==> src/rtl/addr_data_fifo.sv <==
// Synchronous {address, data} FIFO between the core request port and the memory/cache side; optional FWFT read via FIFO_FWFT_EN.
// Latency: registered read shows a popped entry one cycle after the pop edge; FWFT shows the head combinationally (0 cycles).
// Backpressure: push refused when full (sets sticky overflow), pop refused when empty (sets sticky underflow); flush clears all.
module addr_data_fifo #(
    parameter int DEPTH         = 4,
    parameter int ADDRESS_WIDTH = 32,
    parameter int DATA_WIDTH    = 128,
    parameter int AF_THRESH     = 3
) (
    input  logic                         clk,
    input  logic                         rst_n,
    input  logic                         flush,
    input  logic                         wr_en,
    input  logic [ADDRESS_WIDTH-1:0]     address_in,
    input  logic [DATA_WIDTH-1:0]        data_in,
    input  logic                         rd_en,
    output logic [ADDRESS_WIDTH-1:0]     address_out,
    output logic [DATA_WIDTH-1:0]        data_out,
    output logic                         rd_valid,
    output logic                         full,
    output logic                         empty,
    output logic                         almost_full,
    output logic [$clog2(DEPTH+1)-1:0]   count,
    output logic                         overflow,
    output logic                         underflow
);
    localparam int PTR_W = (DEPTH > 1) ? $clog2(DEPTH) : 1;
    localparam int CNT_W = $clog2(DEPTH + 1);

    typedef logic [PTR_W-1:0] ptr_t;

    if (DEPTH < 2 || AF_THRESH < 1 || AF_THRESH > DEPTH) begin : g_bad_params
        $error("addr_data_fifo: illegal DEPTH/AF_THRESH combination");
    end

    logic [ADDRESS_WIDTH-1:0] addr_mem [DEPTH];
    logic [DATA_WIDTH-1:0]    data_mem [DEPTH];

    ptr_t             wr_ptr_q, wr_ptr_d;
    ptr_t             rd_ptr_q, rd_ptr_d;
    logic [CNT_W-1:0] count_q, count_d;
    logic             ovf_q, ovf_d;
    logic             udf_q, udf_d;
    logic             push, pop;

    // Non-power-of-2 depths need an explicit wrap rather than natural rollover.
    function automatic ptr_t ptr_inc(input ptr_t p);
        return (p == ptr_t'(DEPTH - 1)) ? '0 : p + ptr_t'(1);
    endfunction

    assign full        = (count_q == CNT_W'(DEPTH));
    assign empty       = (count_q == '0);
    assign almost_full = (count_q >= CNT_W'(AF_THRESH));
    assign count       = count_q;
    assign overflow    = ovf_q;
    assign underflow   = udf_q;

    always_comb begin
        push     = wr_en && !full && !flush;
        pop      = rd_en && !empty && !flush;
        wr_ptr_d = wr_ptr_q;
        rd_ptr_d = rd_ptr_q;
        count_d  = count_q;
        ovf_d    = ovf_q;
        udf_d    = udf_q;
        if (flush) begin
            wr_ptr_d = '0;
            rd_ptr_d = '0;
            count_d  = '0;
            ovf_d    = 1'b0;
            udf_d    = 1'b0;
        end else begin
            if (push) wr_ptr_d = ptr_inc(wr_ptr_q);
            if (pop)  rd_ptr_d = ptr_inc(rd_ptr_q);
            if (push && !pop) count_d = count_q + CNT_W'(1);
            if (pop && !push) count_d = count_q - CNT_W'(1);
            if (wr_en && full)  ovf_d = 1'b1;
            if (rd_en && empty) udf_d = 1'b1;
        end
    end

    always_ff @(posedge clk) begin
        if (push) begin
            addr_mem[wr_ptr_q] <= address_in;
            data_mem[wr_ptr_q] <= data_in;
        end
    end

    always_ff @(posedge clk or negedge rst_n) begin
        if (!rst_n) begin
            wr_ptr_q <= '0;
            rd_ptr_q <= '0;
            count_q  <= '0;
            ovf_q    <= 1'b0;
            udf_q    <= 1'b0;
        end else begin
            wr_ptr_q <= wr_ptr_d;
            rd_ptr_q <= rd_ptr_d;
            count_q  <= count_d;
            ovf_q    <= ovf_d;
            udf_q    <= udf_d;
        end
    end

`ifdef FIFO_FWFT_EN
    assign rd_valid    = !empty;
    assign address_out = empty ? '0 : addr_mem[rd_ptr_q];
    assign data_out    = empty ? '0 : data_mem[rd_ptr_q];
`else
    logic [ADDRESS_WIDTH-1:0] addr_out_q, addr_out_d;
    logic [DATA_WIDTH-1:0]    data_out_q, data_out_d;
    logic                     rd_valid_q, rd_valid_d;

    // Output registers hold the last popped entry until the next pop or flush.
    always_comb begin
        addr_out_d = addr_out_q;
        data_out_d = data_out_q;
        rd_valid_d = pop;
        if (flush) begin
            addr_out_d = '0;
            data_out_d = '0;
        end else if (pop) begin
            addr_out_d = addr_mem[rd_ptr_q];
            data_out_d = data_mem[rd_ptr_q];
        end
    end

    always_ff @(posedge clk or negedge rst_n) begin
        if (!rst_n) begin
            addr_out_q <= '0;
            data_out_q <= '0;
            rd_valid_q <= 1'b0;
        end else begin
            addr_out_q <= addr_out_d;
            data_out_q <= data_out_d;
            rd_valid_q <= rd_valid_d;
        end
    end

    assign rd_valid    = rd_valid_q;
    assign address_out = addr_out_q;
    assign data_out    = data_out_q;
`endif

endmodule
==> config.mk <==
export PLATFORM = sky130hd
export DESIGN_NAME = addr_data_fifo
export DESIGN_NICKNAME = d
export VERILOG_FILES = /design/src/rtl/addr_data_fifo.sv
export SDC_FILE = /design/constraint.sdc
export NUM_CORES = 1
export LEC_CHECK = 0
export ABC_AREA = 1
export BUFFER_PORTS_ARGS = -buffer_cell sky130_fd_sc_hd__buf_2
export CAP_MARGIN = 10
export CORE_ASPECT_RATIO = 1.2
export CORE_MARGIN = 2
export CORE_UTILIZATION = 25
export CTS_CLUSTER_DIAMETER = 30
export CTS_CLUSTER_SIZE = 24
export DETAILED_ROUTE_END_ITERATION = 8
export GPL_ROUTABILITY_DRIVEN = 0
export PLACE_DENSITY_LB_ADDON = 0.25
export SLEW_MARGIN = 25
export SYNTH_ARGS = -nofsm -noshare
export SYNTH_HDL_FRONTEND = slang
export SYNTH_SLANG_ARGS = --single-unit
==> constraint.sdc <==
create_clock -name clk -period 22.2 [get_ports clk]
set_input_delay 5.55 -clock clk [delete_from_list [all_inputs] [get_ports clk]]
set_output_delay 5.55 -clock clk [all_outputs]
set_load 0.02 [all_outputs]
==> results.md, run 1 <==
- IR drop worst, VDD: 0.0000859 V
- Die area: roughly 0.12 mm2
- Vias/cell: 4.34
- Startpoint types: input port
- Yosys reg bits: slightly above 800
- First-pass GRT wire length: 122,000 um
- Initial Util: 25.1%
- Vias: 18,731
- Postcts setup bufs: 0
- Critical Path End Type: flop
- CP Buf/Inv Count: 3
- I/O pin total: ~330
- Max-slew headroom: 37.3%
- Ys Warns: 0
- Worst EP arrival: 7820 ps
- Setup Skew: 31.7 ps
- Synth top area cells: edfxtp_1 (63%), dfrtp_1 (14%), o2bb2ai_1 (4.6%)
- Period Utilization, post-route: 33.5%
- Commonest non-fill, non-tap cell in the layout: edfxtp_1
- Synthesized area: 0.0305 mm2
- Pin count of the biggest net entering global routing: between 150 and 200
- Finished Cell Area: 0.0397 mm2
- Crit path max fanout: between 100 and 150
- Leak: 0.0146 uW
- Final Hold Viols: 0
- Fill cell count: around 12,000
- Clock root cell: clkbuf_16
- Yosys cell types: 27
- Most frequent cells in the layout: edfxtp_1 (640), buf_2 (332), nor2_1 (321), o21ai_0 (194), clkbuf_16 (173)
- Delay of the slowest critical-path stage: 710 ps
- Fmax: 135 MHz
- Syn Nets: 2,308
- Routed Antenna Nets: 0
- Worst-Margin Slew: 941 ps
- Row cnt: 140
- Worst slack, placed: 13,890 ps
- Post-place instance area: 0.0337 mm2
- CTS buffer count: 170
- Setup-failing EPs final: 0
- WP data required: 22,590 ps
- Max-slew violation count: 0
- Core area: 0.121 mm2
- Cells after Synth: 2,138
- Yosys top cell area share: 63.1%
- CTS tree: done
- Hold Crit Class: reg2reg
- Post-route DRC: 0
- Final WS setup: roughly 15,000 ps
- Cell taking the most area after synthesis: edfxtp_1
- Layout cells sized above 1: 24.4%
- Chip width: 323 um
- GRT Resource Usage Total: 13.1%
- Sink Count: slightly above 800
- Avg Cell Area, Syn: 14.3 um2
- Die height: 386 um
- Max clock buf depth: 3
- P&R area growth vs syn: 30.3%
- Outcome: completed
- Port bufs: roughly 330
- WL/cell: 19.0 um
- CTS resizes: 0
- Total power: 5410 uW
- Worst-path cell chain: buf_2 > a21boi_2 > nand2_1 > nor2_4 > buf_12 > buf_4
- H-tree levels: 4
- Fin crit period: around 7400 ps
- Max-Cap Viols: 0
- Vias in the first global route: 18,998
- Slowest-stage cell, CP: buf_4
- Gr ovfl total: 0
- Setup repair after global routing missed its margin: false
- Clock latency on the worst-skew pair: 770 ps
- Worst hold slack: 516 ps
- Delay-heaviest family, CP: buffers and inverters
- Pre-Repair DR Iteration Count: 6
- Initial antenna violation count: 40
- Setup CP Type: in2reg
- Post-CTS Hold Fix Bufs: 0
- Post-layout nets: 2,702
- Clock transition at path regs: 40 ps
- TNS Setup: 0 ps
- Register area share after synthesis: 77.0%
- DPL Wire Length: roughly 46,000 um
- Iter 0 DRT Violations: between 1,000 and 1,500
- PwrDens: between 100 and 150 mW/mm2
- Final Routed Wirelength: 81,800 um
metrics by stage:
stage | std cells | util (%)
after global placement | 3993 | 27.8
after detailed placement | 3993 | 27.8
after global routing | 4314 | 32.8
after floorplan | 2138 | -
final | 4314 | 32.8
after CTS | 4313 | 32.8
Yosys cell counts:
master       n
edfxtp_1   640
nor2_1     325
o21ai_0    194
inv_1      172
dfrtp_1    170
o22ai_1    160
o2bb2ai_1  160
o21ai_1    130
buf_2       53
clkbuf_1    51
buf_6       22
nand2_1     19
buf_4       13
nand3_1      7
ha_1         4
a21oi_1      3
nand2_4      3
inv_2        2
inv_4        2
a21boi_2     1
fa_1         1
inv_6        1
nand3_4      1
nor2_4       1
nor3_1       1
o21bai_1     1
xnor2_1      1
worst reg2reg max path: cells and delay by family (launching register included):
| kind | cells | cell delay, ps |
|---|---|---|
| buffers and inverters | 2 | 1450 |
| AO/OA/AOI/OAI | 3 | 860 |
| flip-flops | 1 | 730 |
area by class of cell:
| type | count | area, um2 | area share, % |
|---|---|---|---|
| tap | 1633 | 2040 | 5.14 |
| timing repair buffer | 361 | 1910 | 4.82 |
| multi-input combinational | 1012 | 5570 | 14.0 |
| inverter | 177 | 687 | 1.73 |
| clock inverter | 105 | 1430 | 3.60 |
| clock buffer | 215 | 4600 | 11.6 |
| sequential | 810 | 23500 | 59.1 |
| antenna | 1 | 2.50 | 0.00630 |
final timing paths:
| kind | startpoint | end | slack, ps | depth (start not counted) |
|---|---|---|---|---|
| worst max-delay path | wr_en | data_mem[3][19] | 14770 | 6 |
| worst min-delay path | data_out[38] | data_out[38] | 520 | 2 |
| worst max register to register | rd_ptr_q[0] | data_out[82] | 19080 | 5 |
| worst min register to register | data_out[38] | data_out[38] | 520 | 2 |
| max in group asynchronous | rst_n | data_out[104] | 16010 | 2 |
| min in group asynchronous | rst_n | address_out[22] | 4860 | 1 |
state kept, by name, summed over array words and instances (netlist names):
signal and cells:
addr_mem 128, address_out 32, count 3, data_mem 512, data_out 128, overflow 1
rd_ptr_q 2, rd_valid 1, underflow 1, wr_ptr_q 2
logic make-up (layout without fill, tap and decap cells):
group                    count (synthesis)  count (layout)  share of synthesized area (%)
AO/OA/AOI/OAI                          649             649                           13.3
AND/OR/NAND/NOR                        357             357                           4.57
buffers and inverters                  316             858                           4.84
adder cells (fa/ha/maj)                  5               5                          0.230
XOR/XNOR                                 1               1                         0.0287
other                                    0               1                              0
flip-flops                             810             810                           77.0
where the power goes:
group,internal (uW),switching (uW)
Sequential,1800,90.5
Clock,1780,832
Combinational,264,644
Total,3850,1570
metal layers:
metal  global-route usage (%)  part of all wire (%)
met1                     16.7                    44
met2                     20.3                    46
met3                     4.79                   7.4
met4                     4.63                   2.0
met5                        0                  0.44
(Power assumes the default switching activity.)
==> run 2: changes to the inputs <==
clock period = 6.1 ns   (was 22.2 ns; I/O delays follow)
==> run 2 against run 1 <==
  * Routed wire length increased by 1.1%
  * Sequential power rose to 3.6 times the previous value
  * Clock-buffer cell count is 17 higher
  * Clock skew up 13 ps
  * Global-route usage is 0.23 points higher
  * Utilization rose by 0.33 points
  * Setup slack got worse by 12000 ps
  * Worst hold slack lost 5.5 ps
  * Register-to-register slack got worse by 16000 ps
  * Critical path type is now reg2out
  * Largest power group unchanged
==> results.md, run 2 (synthesis results as in run 1) <==
- Outcome: completed
- Row cnt: 140 (unchanged)
- Setup-failing EPs final: 0 (unchanged)
- TNS Setup: 0 ps (unchanged)
- Die area: 0.125 mm2 (unchanged)
- CTS tree: done
- CTS resizes: 0 (unchanged)
- Layout cells sized above 1: 24.8% (+0.40 points)
- Post-route DRC: 0 (unchanged)
- Die height: 386 um (unchanged)
- Setup CP Type: reg2out
- Period Utilization, post-route: about 54%
- Vias: 18,836 (+0.56%)
- Setup Skew: 44.3 ps (+12.6 ps)
- Flip-flop and latch area: 0.0235 mm2 (unchanged)
- Iter 0 DRT Violations: 1,108 (-14%)
- Max-Cap Viols: 0 (unchanged)
- Gr ovfl total: 0 (unchanged)
- Post-place instance area: 0.0338 mm2 (+0.42%)
- Pin count of the biggest net entering global routing: 193 (+26%)
- Sink Count: 810 (unchanged)
- Worst EP arrival: 1750 ps (-6070 ps)
- Largest register FFs: 512 (unchanged)
- Final Routed Wirelength: 82,700 um (+1.1%)
- WL/cell: 19.1 um (+0.53%)
- Largest Register: data_mem
- DPL Wire Length: 45,200 um (-1.7%)
- Fill cell count: 12,028 (-0.75%)
- Critical Path Source: count[1]
- PwrDens: 498 mW/mm2 (+270%)
- Vias in the first global route: 19,438 (+2.3%)
- GRT Resource Usage Total: 13.3% (+0.23 points)
- CTS buffer count: 178 (+4.7%)
- Most frequent cells in the layout: edfxtp_1 (640), buf_2 (332), nor2_1 (321), o21ai_0 (194), clkbuf_16 (180)
- Chip width: 323 um (unchanged)
- Startpoint types: flop
- Max clock buf depth: 3 (unchanged)
- Reg2Reg Setup Slack: 3010 ps (-16,070 ps)
- CP Capture Point: empty
- Post-layout nets: 2,711 (+0.33%)
- Commonest non-fill, non-tap cell in the layout: edfxtp_1
- First-pass GRT wire length: 124,000 um (+1.3%)
- Reg-to-Reg Start: rd_ptr_q[0]
- Fmax: 306 MHz
- Initial antenna violation count: 24 (-40%)
- Finished Cell Area: 0.0401 mm2 (+1.0%)
- Clock transition at path regs: 50 ps (about the same)
- Fin crit period: between 3000 and 4000 ps
- Max-slew headroom: 16.8% (-21 points)
- I/O pin total: 334 (unchanged)
- Core area: 0.121 mm2 (unchanged)
- H-tree levels: 4 (unchanged)
- Crit path max fanout: 5 (-96%)
- WP data required: 4580 ps (-18,010 ps)
- Area of the multi-input gates: 0.00557 mm2 (unchanged)
- Setup repair after global routing missed its margin: false
- Vias/cell: 4.34 (about the same)
- Clock latency on the worst-skew pair: 780 ps (about the same)
- Initial Util: 25.1% (unchanged)
- IR drop worst, VDD: 0.000426 V (+400%)
- Post-CTS Hold Fix Bufs: 0 (unchanged)
- Final Hold Viols: 0 (unchanged)
- Worst-Margin Slew: 1250 ps (+308 ps)
- Routed Antenna Nets: 0 (unchanged)
- Leak: 0.0148 uW (+1.1%)
- Clock root cell: clkbuf_16
- Cell depth of the worst flop-to-flop path: 5 (unchanged)
- Postcts setup bufs: 0 (unchanged)
- Reg2Reg Capture Point: data_out[13]
- Max-slew violation count: 0 (unchanged)
- P&R area growth vs syn: 31.6%
- Port bufs: 333 (unchanged)
- Hold Crit Class: reg2reg
- Pre-Repair DR Iteration Count: 5 (-1)
- Min-delay src: underflow
- Critical Path End Type: output port
[run 2: cell types whose count changed in the layout (fill, tap and decap cells not counted), moves of 4 or more]
cell       delta
buf_12       +11
buf_4         -9
clkbuf_1      +6
clkbuf_16     +7
clkbuf_8      +4
clkinv_1      -4
clkinv_2     +15
clkinv_4      -9
diode_2       +8
inv_6         -5
[run 2: worst min path at each step]
stage	endpoint	slack, ps	cells past startpoint
after floorplan	wr_ptr_q[1]	560	2
after global placement	data_out[23]	510	2
after detailed placement	underflow	510	2
after CTS	underflow	520	2
after global routing	data_out[67]	540	2
final	underflow	510	2
[run 2: worst max-delay path: stages (launching register included)]
cell     delay, ps
dfrtp_1        460
nor2_4         190
nand2_4        100
inv_1           80
buf_2          160
[run 2: layout make-up]
class                      count  area share (%)
antenna                        9          0.0561
sequential                   810            58.5
tap                         1633            5.09
multi-input combinational   1012            13.9
timing repair buffer         362            5.12
clock inverter               104            3.54
inverter                     177            1.71
clock buffer                 232            12.1
[run 2: metrics by stage]
step           power [uW]  std cells  worst slack [ps]  hold slack (ps)  util, %
3_5_place_dp        10400       3994              2240              510     27.9
5_1_grt             20900       4332              2700              536     33.1
2_1_floorplan        9170       2138              -428              562        -
4_1_cts             20300       4330              2740              518     33.1
3_3_place_gp        10400       3994              2230              507     27.9
6_report            20000       4339              2830              510     33.1
[run 2: power breakdown]
part	switching [uW]	total, uW	internal (uW)	leakage (uW)
Combinational	2340	3320	980	0.00363
Sequential	317	6860	6550	0.00811
Clock	3070	9810	6730	0.00302
[run 2: metal layers]
metal / wire length (um) / vias up / global-route usage, %
met5: 137 / - / 0
met4: 2170 / 22 / 5.07
met3: 5630 / 181 / 4.39
met2: 38000 / 493 / 20.7
met1: 36800 / 9376 / 17.1
li1: - / 8764 / -
==> run 3: changes to the inputs <==
clock period = 3.2 ns   (was 6.1 ns; I/O delays follow)
==> run 3 against run 2 <==
  * Worst hold slack got worse by 280 ps
  * Global-route usage about the same
  * Non-clock buffer count is 11 higher
  * First-iteration DRC count down 13%
  * Design area grew 0.16%
  * Die area unchanged
  * Clock skew shrank 17 ps
  * Utilization increased by 0.052 points
  * Register-to-register slack worse by 1900 ps
  * Setup slack worse by 2200 ps
  * Total power up 89%
  * Highest routed layer unchanged
  * Sequential share of layout area decreased by 0.091 points
==> results.md, run 3 (synthesis results as in run 1) <==
- Vias in the first global route: 19,315 (-0.63%)
- PwrDens: 940 mW/mm2 (+89%)
- Final WS setup: 633 ps (-2200 ps)
- Postcts setup bufs: 0 (unchanged)
- Chip width: 323 um (unchanged)
- Max clock buf depth: 3 (unchanged)
- Startpoint types: flop
- Largest register FFs: 512 (unchanged)
- Slowest-stage cell, CP: dfrtp_1
- GR Util met1: 16.1% (-0.98 points)
- Final Hold Viols: 0 (unchanged)
- Worst slack, placed: 753 ps (-1480 ps)
- CP Buf/Inv Count: 2 (unchanged)
- Fin crit period: approximately 2600 ps
- CTS tree: done
- Period Utilization, post-route: 80.2%
- Row cnt: 140 (unchanged)
- WP data required: 2400 ps (-2180 ps)
- Sink Count: 810 (unchanged)
- Clock root cell: clkbuf_16
- Placed Cells: 4,004 (+0.25%)
- Routed Antenna Nets: 0 (unchanged)
- Critical Path End Type: output port
- Worst-Margin Slew: 941 ps (-308 ps)
- P&R area growth vs syn: 31.8%
- Core area: 0.121 mm2 (unchanged)
- Max-Cap Viols: 0 (unchanged)
- DPL Wire Length: 46,100 um (+2.0%)
- Worst EP arrival: 1770 ps (+20 ps)
- CTS buffer count: 172 (-3.4%)
- Fill cell count: 12,006 (-0.18%)
- Clock transition at path regs: 50 ps (about the same)
- Setup repair after global routing missed its margin: false
- Final cell count without fillers: 4,331 (-0.18%)
- Vias/cell: 4.35 (+0.22%)
- WL/cell: 19.1 um (+0.35%)
- Delay of the slowest critical-path stage: 450 ps (about the same)
- Iter 0 DRT Violations: 963 (-13%)
- Hold Crit Class: in2reg
- GRT Resource Usage Total: 13.3% (+0.023 points)
- Largest Register: data_mem
- M3 GR Usage: 5.61% (+1.2 points)
- Worst-path cell chain: nor2_4 > nand2_4 > inv_1 > buf_2
- Leak: 0.0148 uW (+0.18%)
- Crit path max fanout: 5 (unchanged)
- Clock latency on the worst-skew pair: 770 ps (about the same)
- Initial antenna violation count: 40 (+67%)
- Max-slew headroom: 37.3% (+21 points)
- Pin count of the biggest net entering global routing: 161 (-17%)
- First-pass GRT wire length: 124,000 um (+0.29%)
- Port bufs: 333 (unchanged)
- Gr ovfl total: 0 (unchanged)
- I/O pin total: 334 (unchanged)
- Post-layout nets: 2,716 (+0.18%)
- Setup CP Type: reg2out
- Worst hold slack: 229 ps (-281 ps)
- Delay-heaviest family, CP: flip-flops
- Fmax: 390 MHz
- Vias: 18,842 (+0.032%)
- TNS Setup: 0 ps (unchanged)
- Die height: 386 um (unchanged)
- Post-route DRC: 0 (unchanged)
- IR drop worst, VDD: 0.000613 V (+44%)
- Outcome: completed
- Setup Skew: 27.7 ps (-16.6 ps)
- Total power: 37,800 uW (+89%)
- Layout cells sized above 1: 24.8% (about the same)
- Initial Util: 25.1% (unchanged)
- H-tree levels: 4 (unchanged)
- Met2 Use GR: 20.9% (+0.18 points)
- Die area: 0.125 mm2 (unchanged)
- Pre-Repair DR Iteration Count: 5 (unchanged)
- Most frequent cells in the layout: edfxtp_1 (640), buf_2 (332), nor2_1 (321), o21ai_0 (194), clkbuf_16 (173)
- Grt peak-use layer: met2
- Final Routed Wirelength: 82,800 um (+0.17%)
- CTS resizes: 0 (unchanged)
- Commonest non-fill, non-tap cell in the layout: edfxtp_1
- Setup-failing EPs final: 0 (unchanged)
- Max-slew violation count: 0 (unchanged)
[run 3: changes by cell type in the layout (fill, tap and decap cells not counted), moves of 6 or more]
cell	before	now
clkinv_4	5	11
clkbuf_16	180	173
buf_12	13	25
clkbuf_1	37	26
clkinv_2	33	24
clkinv_1	9	18
[run 3: worst paths after layout]
check	from	endpoint	slack, ps	depth (start not counted)
min reg2reg	data_out[27]	data_out[27]	520	2
max	count[1]	empty	630	4
max reg2reg	rd_ptr_q[0]	address_out[10]	1060	4
max in group asynchronous	rst_n	data_out[107]	1960	3
min in group asynchronous	rst_n	data_out[18]	440	2
min	data_in[124]	data_mem[1][124]	230	1
[run 3: metal layers]
| metal | vias up | routed length (um) |
|---|---|---|
| li1 | 8768 | - |
| met1 | 9329 | 35100 |
| met2 | 484 | 38300 |
| met3 | 201 | 6950 |
| met4 | 60 | 2130 |
| met5 | - | 395 |
[run 3: layout make-up]
type / instances / area, um2 / area share (%)
flip-flops and latches: 810 / 23500 / 58.4
multi-input cells: 1012 / 5580 / 13.9
clock buffers: 213 / 4620 / 11.5
repair buffers: 373 / 2290 / 5.70
well taps: 1633 / 2040 / 5.08
clock inverters: 109 / 1470 / 3.66
inverters: 177 / 687 / 1.71
diodes: 4 / 10.0 / 0.0249
[run 3: repair_timing]
action / in CTS / in global routing
setup endpoints to repair: 0 / 0
hold buffers: 1 / 0
endpoints found under the hold margin: 8 / 0
[run 3: metrics by stage]
step | area, um2 | util [%]
global placement | 34100 | 28.1
finish | 40200 | 33.2
CTS | 40200 | 33.1
floorplan | 30500 | -
detailed placement | 34100 | 28.1
global route | 40200 | 33.2
[run 3: power breakdown]
part           total, uW  leakage [uW]  internal, uW  switching, uW
combinational       6530       0.00374          1960           4570
sequential         13000       0.00811         12500            533
clock              18200       0.00294         12400           5870
